===== src/rtl/memory_access_unit.sv =====
// Memory access unit: turns single CPU load/store requests into RAM strobes,
// stalls the pipeline while a load is in flight and flags illegal addresses.
module memory_access_unit #(
    parameter int ADDR_W = 10,
    parameter int RD_LAT = 1
) (
    input  logic              clk,
    input  logic              reset,
    input  logic              req_valid,
    input  logic              req_write,
    input  logic [31:0]       req_addr,
    input  logic [31:0]       req_wdata,
    output logic              req_ready,
    output logic              stall,
    output logic              ld_valid,
    output logic [31:0]       ld_data,
    output logic              addr_err,
    output logic [31:0]       err_addr,
    input  logic              err_clr,
    output logic [ADDR_W-1:0] ram_address,
    output logic [31:0]       ram_data,
    output logic              ram_rden,
    output logic              ram_wren,
    input  logic [31:0]       ram_q
);

    typedef enum logic [1:0] {
        IDLE,
        WRITE,
        READ_WAIT,
        DONE
    } state_t;

    localparam logic [1:0] LAT = 2'(RD_LAT);

    state_t     state;
    logic [1:0] cnt;
    logic       legal;
    logic       accept;
    logic       illegal_req;

    // Word aligned and inside the RAM window.
    assign legal       = (req_addr[1:0] == 2'b00) && ((req_addr >> (ADDR_W + 2)) == 32'd0);
    assign accept      = (state == IDLE) && req_valid && legal;
    assign illegal_req = (state == IDLE) && req_valid && !legal;

    // Handshake and strobes are pure decodes of the FSM state (plus the
    // accept cycle for stall); stall is gated by reset so it reads 0 while
    // reset is asserted even if a legal request is presented.
    assign req_ready = (state == IDLE);
    assign stall     = reset && (accept || (state == READ_WAIT));
    assign ram_wren  = (state == WRITE);
    assign ram_rden  = (state == READ_WAIT) && (cnt == LAT);
    assign ld_valid  = (state == DONE);

    // Request FSM: capture address/data on accept, count out the read latency.
    always_ff @(posedge clk or negedge reset) begin
        if (!reset) begin
            state       <= IDLE;
            cnt         <= '0;
            ld_data     <= '0;
            ram_address <= '0;
            ram_data    <= '0;
        end else begin
            case (state)
                IDLE: begin
                    if (accept) begin
                        ram_address <= req_addr[ADDR_W+1:2];
                        ram_data    <= req_wdata;
                        if (req_write) begin
                            state <= WRITE;
                        end else begin
                            state <= READ_WAIT;
                            cnt   <= LAT;
                        end
                    end
                end
                WRITE: begin
                    state <= IDLE;
                end
                READ_WAIT: begin
                    if (cnt == 2'd0) begin
                        ld_data <= ram_q;
                        state   <= DONE;
                    end else begin
                        cnt <= cnt - 2'd1;
                    end
                end
                DONE: begin
                    state <= IDLE;
                end
                default: begin
                    state <= IDLE;
                end
            endcase
        end
    end

    // Sticky illegal-address flag; a new illegal request beats err_clr.
    always_ff @(posedge clk or negedge reset) begin
        if (!reset) begin
            addr_err <= 1'b0;
            err_addr <= '0;
        end else if (illegal_req) begin
            addr_err <= 1'b1;
            err_addr <= req_addr;
        end else if (err_clr) begin
            addr_err <= 1'b0;
        end
    end

endmodule


===== config.mk =====
export PLATFORM = sky130hd
export DESIGN_NAME = memory_access_unit
export DESIGN_NICKNAME = d
export VERILOG_FILES = /design/src/rtl/memory_access_unit.sv
export SDC_FILE = /design/constraint.sdc
export NUM_CORES = 1
export LEC_CHECK = 0
export ABC_AREA = 0
export BUFFER_PORTS_ARGS = -buffer_cell sky130_fd_sc_hd__buf_2
export CORE_MARGIN = 3
export CORE_UTILIZATION = 35
export CTS_CLUSTER_DIAMETER = 120
export CTS_CLUSTER_SIZE = 10
export DETAILED_ROUTE_END_ITERATION = 7
export PLACE_DENSITY_LB_ADDON = 0.1
export REMOVE_ABC_BUFFERS = 1
export SLEW_MARGIN = 15
export SYNTH_ARGS = -nofsm -noshare
export SYNTH_HDL_FRONTEND = slang
export SYNTH_SLANG_ARGS = --single-unit

===== constraint.sdc =====
create_clock -name clk -period 4.36 [get_ports clk]
set_input_delay 0.436 -clock clk [delete_from_list [all_inputs] [get_ports clk]]
set_output_delay 0.436 -clock clk [all_outputs]
set_load 0.02 [all_outputs]

# Word-level counts from Yosys, hierarchy flattened
# Cells that the tools add are included.
# totals
reg_bits	111
latch_bits	0
mem_bits_rw	0
romBits	0
inputBits	101
output_inout_bits	112
word_cells	45
n_memories	0
# classes
n_addsub	1
mul	0
div	0
n_lt_le_gt_ge	0
eq_ne	8
shifts	0
mux	10
n_bitwise	0
n_reduce_logical	19
# op_table
op	count
$logic_not 32->1	1
$mux 2	6
$logic_and 1x1->1	6
$logic_not 2->1	3
$pmux 2 s3	1
$reduce_and 2->1	3
$eq 2x1->1 const B	2
$eq 2x2->1 const B	2
$ne 2x1->1 const B	2
$ne 2x2->1 const B	2
$pmux 2 s2	1
$reduce_and 4->1	1
$reduce_bool 2->1	2
$mux 1	2
$reduce_or 2->1	1
$sub 2x1->2 const B	1
$logic_not 1->1	1
$logic_or 1x1->1	1

# Longest topological paths before layout
# Gate-level depths: netlist of the first run.
# logic_depth
word_depth	5
depth_mapped	7
mapped_depth_nobuf	5

# Worst setup path before layout of the first run
# OpenSTA, ideal clock, no wires.
# synth_timing
kind	in2out
start	in req_addr[15]
end	out stall
t_arrival_ns	1.775
t_required_ns	3.924
setup_slack_ns	2.149
path_stages	6
n_path_buf	2
path_cell_list	or4_4 nor2_4 and3_4 buf_12 buf_12 o21a_1
# synth_via
elab_chain_cells	5
# synth_lines
item	line	text
from (decl)	11	input logic [31:0] req_addr,
$logic_not 32->1	43	assign legal = (req_addr[1:0] == 2'b00) && ((req_addr >> (ADDR_W + 2)) == 32'd0);
$logic_and 1x1->1	43	
$logic_and 1x1->1	44	assign accept = (state == IDLE) && req_valid && legal;
$logic_or 1x1->1	51	assign stall = reset && (accept || (state == READ_WAIT));
$logic_and 1x1->1	51	
to (decl)	14	output logic stall,
# Every way passes these cells.

# Final worst setup path of the first run
# layout_timing
start	reg state[1]
end	out stall
# layout_via
elab_chain_cells	5
word_cells_on_any_way	6
classes_between	eq/ne (1); reduce/logical (5)
# layout_lines
item	line	text
from (decl)	36	state_t state;
from (signal assigned)	59	state <= IDLE;
from (signal assigned)	71	state <= WRITE;
from (signal assigned)	73	state <= READ_WAIT;
$logic_not 2->1	44	
$logic_and 1x1->1 (2 in series)	44	
$logic_or 1x1->1 *	51	
$logic_and 1x1->1 *	51	
# Every way passes the cells marked *; elsewhere a longest branch is shown, timed or not.

==> impl_metrics.yaml, run 1 <==
synth:
  async_flop_share_pct: 100.0
  synth_commonest_cells: "dfrtp_1 (111), mux2_2 (48), mux2_4 (29)"
  synth_edf_count: 0
  yosysSeqAreaShare_pct: 62.15
  synth_area_mm2: 0.004469
  yosys_warnings: 0
  synth_top_area_cell: "dfrtp_1"
  synth_area_leaders: "dfrtp_1 (62%), mux2_2 (12%), mux2_4 (9.7%), mux2_1 (3.5%), a22o_1 (2.7%)"
  yosysMostFrequentCell: "dfrtp_1"
  synthDistinctLibCells: 34
  syn_avg_cell_area_um2: 16.61
  synthCells: 269
  ys_ff_latch: 111
  synth_top_area_share_pct: 62.15
  ys.flop_type: "dfrtp_1"
clock_tree:
  clk_pin_slew_ns: 0.07
  hold_buffers: 0
  clock_latency_ns: 0.34
  cts_sinks: 111
  cts_repair_resize_count: 0
  cts_buffer_depth: 2
  cts_tree: "built"
  cts_made_buffers: 9
  post_cts_buffers: 0
  cts.htree.levels: 3
  cts_root_buffer: "clkbuf_16"
critical_path:
  endpoint_kind: "output port"
  path_max_fanout: 33
  crit_chain: "nor2_4, and2_1, and3_4, o21a_1, buf_2"
  arrival_ns: 2.60
  critPathRequiredTime_ns: 3.92
  critPathLaunchType: "flip-flop"
  cpPeakStageDelay_ns: 0.72
  critPathKind: "flip-flop to output port"
  critical_path.slowest_cell: "and3_4"
pwr:
  comb_power_share_pct: 10.9
  vdd_drop_max_mv: 0.1489
  p_per_area_mw_per_mm2: 353.5
  clkPwrFrac_pct: 36.3
  seq_power_share_pct: 52.7
  total_power_mw: 2.075
  p_int_mw: 1.582
  p_leak_nw: 3.086
  switching_share_pct: 23.77
  p_switching_uw: 493.3
grt:
  antenna_found_initial: 1
  gr-usage-met2_pct: 21.44
  grt_use_met1_pct: 20.17
  grt_pass1_wl_mm: 16.41
  use_met3_pct: 4.891
  busiest_layer: "met2"
  grt_use_total_pct: 14.63
  grt_pass1_vias: 3118
  grt_max_degree: 59
  grt_overflow: 0
floorplanning:
  die_area_mm2: 0.01416
  rows: 40
  ios: 213
  die-width_um: 119
  core_mm2: 0.01226
  initial_utilization_pct: 36.45
  die_h_um: 119
final_layout:
  syn_to_final_growth_pct: 31.35
  drive_gt1_share_pct: 64.80
  multiInputGateArea_mm2: 0.001524
  fin_nets: 583
  fillers: 1130
  seq_area_mm2: 0.002778
  antenna_cells: 0
placement:
  pre_cts_ws_ns: 1.649
  io_buffers: 212
  dp_hpwl_mm: 7.525
  gp_congestion: 0.7697
routing:
  drt_first_iter_violations: 155
  drcViolationCount: 0
  dr_total_vias: 2992
  drtPass1Iterations: 4
  viasPerCell: 4.596
  ant_nets: 0
  routed_wl_mm: 10.25
  wl_per_cell_um: 15.74
timing:
  worst_pin_slew_ns: 0.7483
  min_period_ns: 3.039
  rsz0062_at_grt: "no"
  slew_headroom_pct: 50.11
  fin_ws_ns: 1.321
  tns_ns: 0
  post-route-period-util_pct: 69.69
  fmax_mhz: 329.1
  clock_skew_ns: 0.007762
  slew_viol_final: 0
  hold_violations: 0
  setup_viol: 0
worst_hold_path:
  worstHoldPathType: "input port to asynchronous set/reset pin"
flow_run:
  max-cap-violations: 0
outcome:
  status: "complete, no violations"
==> worst max-delay path, delay by kind of cell, from the launching register on <==
kind	cells	cell delay, ns
AO/OA/AOI/OAI	1	0.17
buffers and inverters	1	0.16
flip-flops	1	0.46
AND/OR/NAND/NOR	3	1.44
==> routing by layer <==
metal  vias to the layer above  share of wire (%)  wire, um
met5                         -               0.13        13
met4                         2                1.6       161
met3                        13                9.4       968
met2                       132                 44      4533
met1                      1466                 45      4568
li1                       1379                  -         -
==> cell type report <==
class,count,area share [%]
clock buffers,13,4.433
clock inverters,1,0.08525
inverters,4,0.2558
multi-input cells,140,25.96
flip-flops and latches,111,47.31
well taps,168,3.581
repair buffers,214,18.37
==> sequential cells by signal, indices dropped and copies added (netlist names) <==
name	flops
err_addr	32
ram_data	32
addr_err	1
ram_address	10
ld_data	32
cnt	2
state	2
==> path summary, 6_finish.rpt <==
kind	start	slack (ns)	cells after the start	endpoint
max	state[1]$_DFFE_PN0P_	1.32	5	stall
max in group asynchronous	reset	3.03	2	ld_data[0]$_DFFE_PN0P_
min	reset	0.15	1	ld_data[28]$_DFFE_PN0P_
min in group clk	err_clr	0.29	2	addr_err$_DFFE_PN0P_
min reg2reg	ram_address[5]$_DFFE_PN0P_	0.49	1	ram_address[5]$_DFFE_PN0P_
max reg2reg	state[1]$_DFFE_PN0P_	1.94	4	ram_data[26]$_DFFE_PN0P_
==> cell usage in the layout, fill, tap and decap left out, drive strengths merged, types with 3 or more instances in the layout <==
| master | Yosys | layout |
|---|---|---|
| a22o | 15 | 15 |
| and2 | 3 | 3 |
| buf | 13 | 214 |
| clkbuf | 1 | 13 |
| dfrtp | 111 | 111 |
| inv | 4 | 4 |
| mux2 | 91 | 91 |
| nand2 | 3 | 3 |
| nor2 | 4 | 4 |
| nor4 | 3 | 3 |
| or4 | 3 | 3 |
==> per-stage QoR <==
step / hold WS (ns) / std cells / utilization (%) / area [um2]
floorplan: 0.1404 / 255 / - / 4317
global placement: 0.4705 / 637 / 45.71 / 5605
detailed placement: 0.4770 / 637 / 45.71 / 5605
CTS: 0.1749 / 651 / 47.88 / 5871
global route: 0.2173 / 651 / 47.88 / 5871
finish: 0.1493 / 651 / 47.88 / 5871
==> cells by family (layout without fill, tap and decap cells) <==
group           after synthesis  after routing  share of synthesized area (%)
simple gates                 22             22                          3.612
buf+inv                      18            232                          3.751
flops                       111            111                          62.15
compound gates               25             25                          4.564
mux                          91             91                          25.36
fa+ha+maj                     2              2                         0.5598
==> power groups by stage <==
stage	clock (mW)	sequential (mW)	combinational [mW]
detailed placement	0	1.11	0.234
finish	0.754	1.09	0.227
global placement	0	1.11	0.231
CTS	0.788	1.09	0.233
global route	0.830	1.10	0.250
floorplan	0	1.17	0.0481
Power figures use the tool's default switching activity.
==> inputs of run 2 (changes only) <==
==> constraint.sdc (replaced) <==
create_clock -name clk -period 2.8 [get_ports clk]
set_input_delay 0.28 -clock clk [delete_from_list [all_inputs] [get_ports clk]]
set_output_delay 0.28 -clock clk [all_outputs]
set_load 0.02 [all_outputs]
==> impl_metrics.yaml, run 2 (synthesized netlist as in run 1, its figures left out) <==
outcome:
  status: "complete, no violations"
timing:
  setup_viol: 0
  hold_violations: 0
  clock_skew_ns: 0.004522
  rsz0062_at_grt: "no"
  tns_ns: 0
  post-route-period-util_pct: 89.02
  fin_ws_ns: 0.3073
  worst_pin_slew_ns: 0.6341
  slew_viol_final: 0
  min_period_ns: 2.493
  fmax_mhz: 401.2
  slew_headroom_pct: 57.73
grt:
  antenna_found_initial: 0
  grt_overflow: 0
  grt_pass1_wl_mm: 16.91
  grt_max_degree: 112
  grt_pass1_vias: 3202
  grt_use_total_pct: 15.05
critical_path:
  crit_buf_inv: 1
  arrival_ns: 2.21
  cpPeakStageDelay_ns: 0.50
  critPathKind: "flip-flop to output port"
  cp_top_family: "simple AND/OR/NAND/NOR gates"
  critPathLaunchType: "flip-flop"
  path_max_fanout: 18
  endpoint_kind: "output port"
  critPathRequiredTime_ns: 2.52
  crit_chain: "nor2_4, and2_1, and3_4, o21a_1, buf_2"
  critical_path.slowest_cell: "and3_4"
pwr:
  p_per_area_mw_per_mm2: 555.7
  p_leak_nw: 3.133
  vdd_drop_max_mv: 0.2287
clock_tree:
  clk_pin_slew_ns: 0.07
  cts_root_buffer: "clkbuf_16"
  clock_latency_ns: 0.34
  cts_tree: "built"
  cts_repair_resize_count: 0
  cts_made_buffers: 9
  hold_buffers: 0
  post_cts_buffers: 0
  cts_sinks: 111
  cts.htree.levels: 3
  cts_buffer_depth: 2
floorplanning:
  core_mm2: 0.01226
  die_h_um: 119
  initial_utilization_pct: 36.45
  rows: 40
  die_area_mm2: 0.01416
  ios: 213
  die-width_um: 119
routing:
  routed_wl_mm: 10.41
  viasPerCell: 4.572
  drt_first_iter_violations: 169
  dr_total_vias: 3004
  drcViolationCount: 0
  ant_nets: 0
  drtPass1Iterations: 4
  wl_per_cell_um: 15.84
flow_run:
  max-cap-violations: 0
final_layout:
  layout_commonest_cell: "buf_2"
  antenna_cells: 0
  top_regs: "err_addr: 32 flops, ld_data: 32 flops, ram_data: 32 flops"
  fillers: 1111
  drive_gt1_share_pct: 65.64
  fin_nets: 587
  multiInputGateArea_mm2: 0.001524
  seq_area_mm2: 0.002778
  layout_common_cells: "buf_2 (211), dfrtp_1 (111), mux2_2 (48), mux2_4 (29)"
  fin_cells: 657
  syn_to_final_growth_pct: 33.26
worst_hold_path:
  worstHoldPathType: "input port to asynchronous set/reset pin"
placement:
  gp_congestion: 0.7492
  dp_cells: 641
  pre_cts_ws_ns: 0.5585
  dp_hpwl_mm: 7.490
  io_buffers: 212
-- run 2: cell types whose count changed in the layout (fill, tap and decap cells not counted) --
cell      before  now
clkinv_2       1    3
clkbuf_1       2    0
clkbuf_8       2    4
buf_12         0    2
buf_4          3    5
-- run 2: layout make-up --
cell class              instances  area share (%)
flip-flops and latches        111           46.64
clock buffers                  13           4.706
clock inverters                 3          0.2521
inverters                       4          0.2521
well taps                     168           3.529
repair buffers                218           19.03
multi-input cells             140           25.59
-- run 2: worst paths after layout --
path	end	from	slack (ns)	depth (start not counted)
hold reg to reg	err_addr[21]$_DFFE_PN0P_	err_addr[21]$_DFFE_PN0P_	0.49	1
min in group clk	addr_err$_DFFE_PN0P_	err_clr	0.12	2
max in group asynchronous	ram_data[3]$_DFFE_PN0P_	reset	2.28	2
setup / recovery	stall	state[0]$_DFFE_PN0P_	0.31	5
hold / removal	ram_data[10]$_DFFE_PN0P_	reset	0.005	2
setup reg to reg	ram_data[17]$_DFFE_PN0P_	state[0]$_DFFE_PN0P_	0.62	5
-- run 2: per-layer routing --
layer | global-route usage (%) | wire length, um | vias up
met5 | 0 | 0 | -
met4 | 5.648 | 146 | 0
met3 | 5.081 | 905 | 10
met2 | 23.17 | 4784 | 130
met1 | 19.68 | 4570 | 1470
li1 | - | - | 1394
-- run 2: through the flow --
| step | power (mW) | hold WS (ns) | instance area, um2 | utilization (%) |
|---|---|---|---|---|
| 6_report | 3.310 | 0.005432 | 5956 | 48.57 |
| 2_1_floorplan | 1.896 | -0.01559 | 4317 | - |
| 3_3_place_gp | 2.099 | 0.4527 | 5660 | 46.16 |
| 3_5_place_dp | 2.102 | 0.4688 | 5660 | 46.16 |
| 4_1_cts | 3.369 | 0.09411 | 5956 | 48.57 |
| 5_1_grt | 3.463 | 0.1072 | 5956 | 48.57 |
-- run 2: where the power goes --
group	internal, mW	switching, mW
registers	1.67	0.0327
logic	0.155	0.206
clock network	0.697	0.548
-- run 2: worst register-to-register path: stages, from the launching register on --
cell and delay [ns]:
dfrtp_1 0.48, nor2_4 0.15, and2_1 0.39, and3_4 0.50, buf_12 0.23, mux2_4 0.32
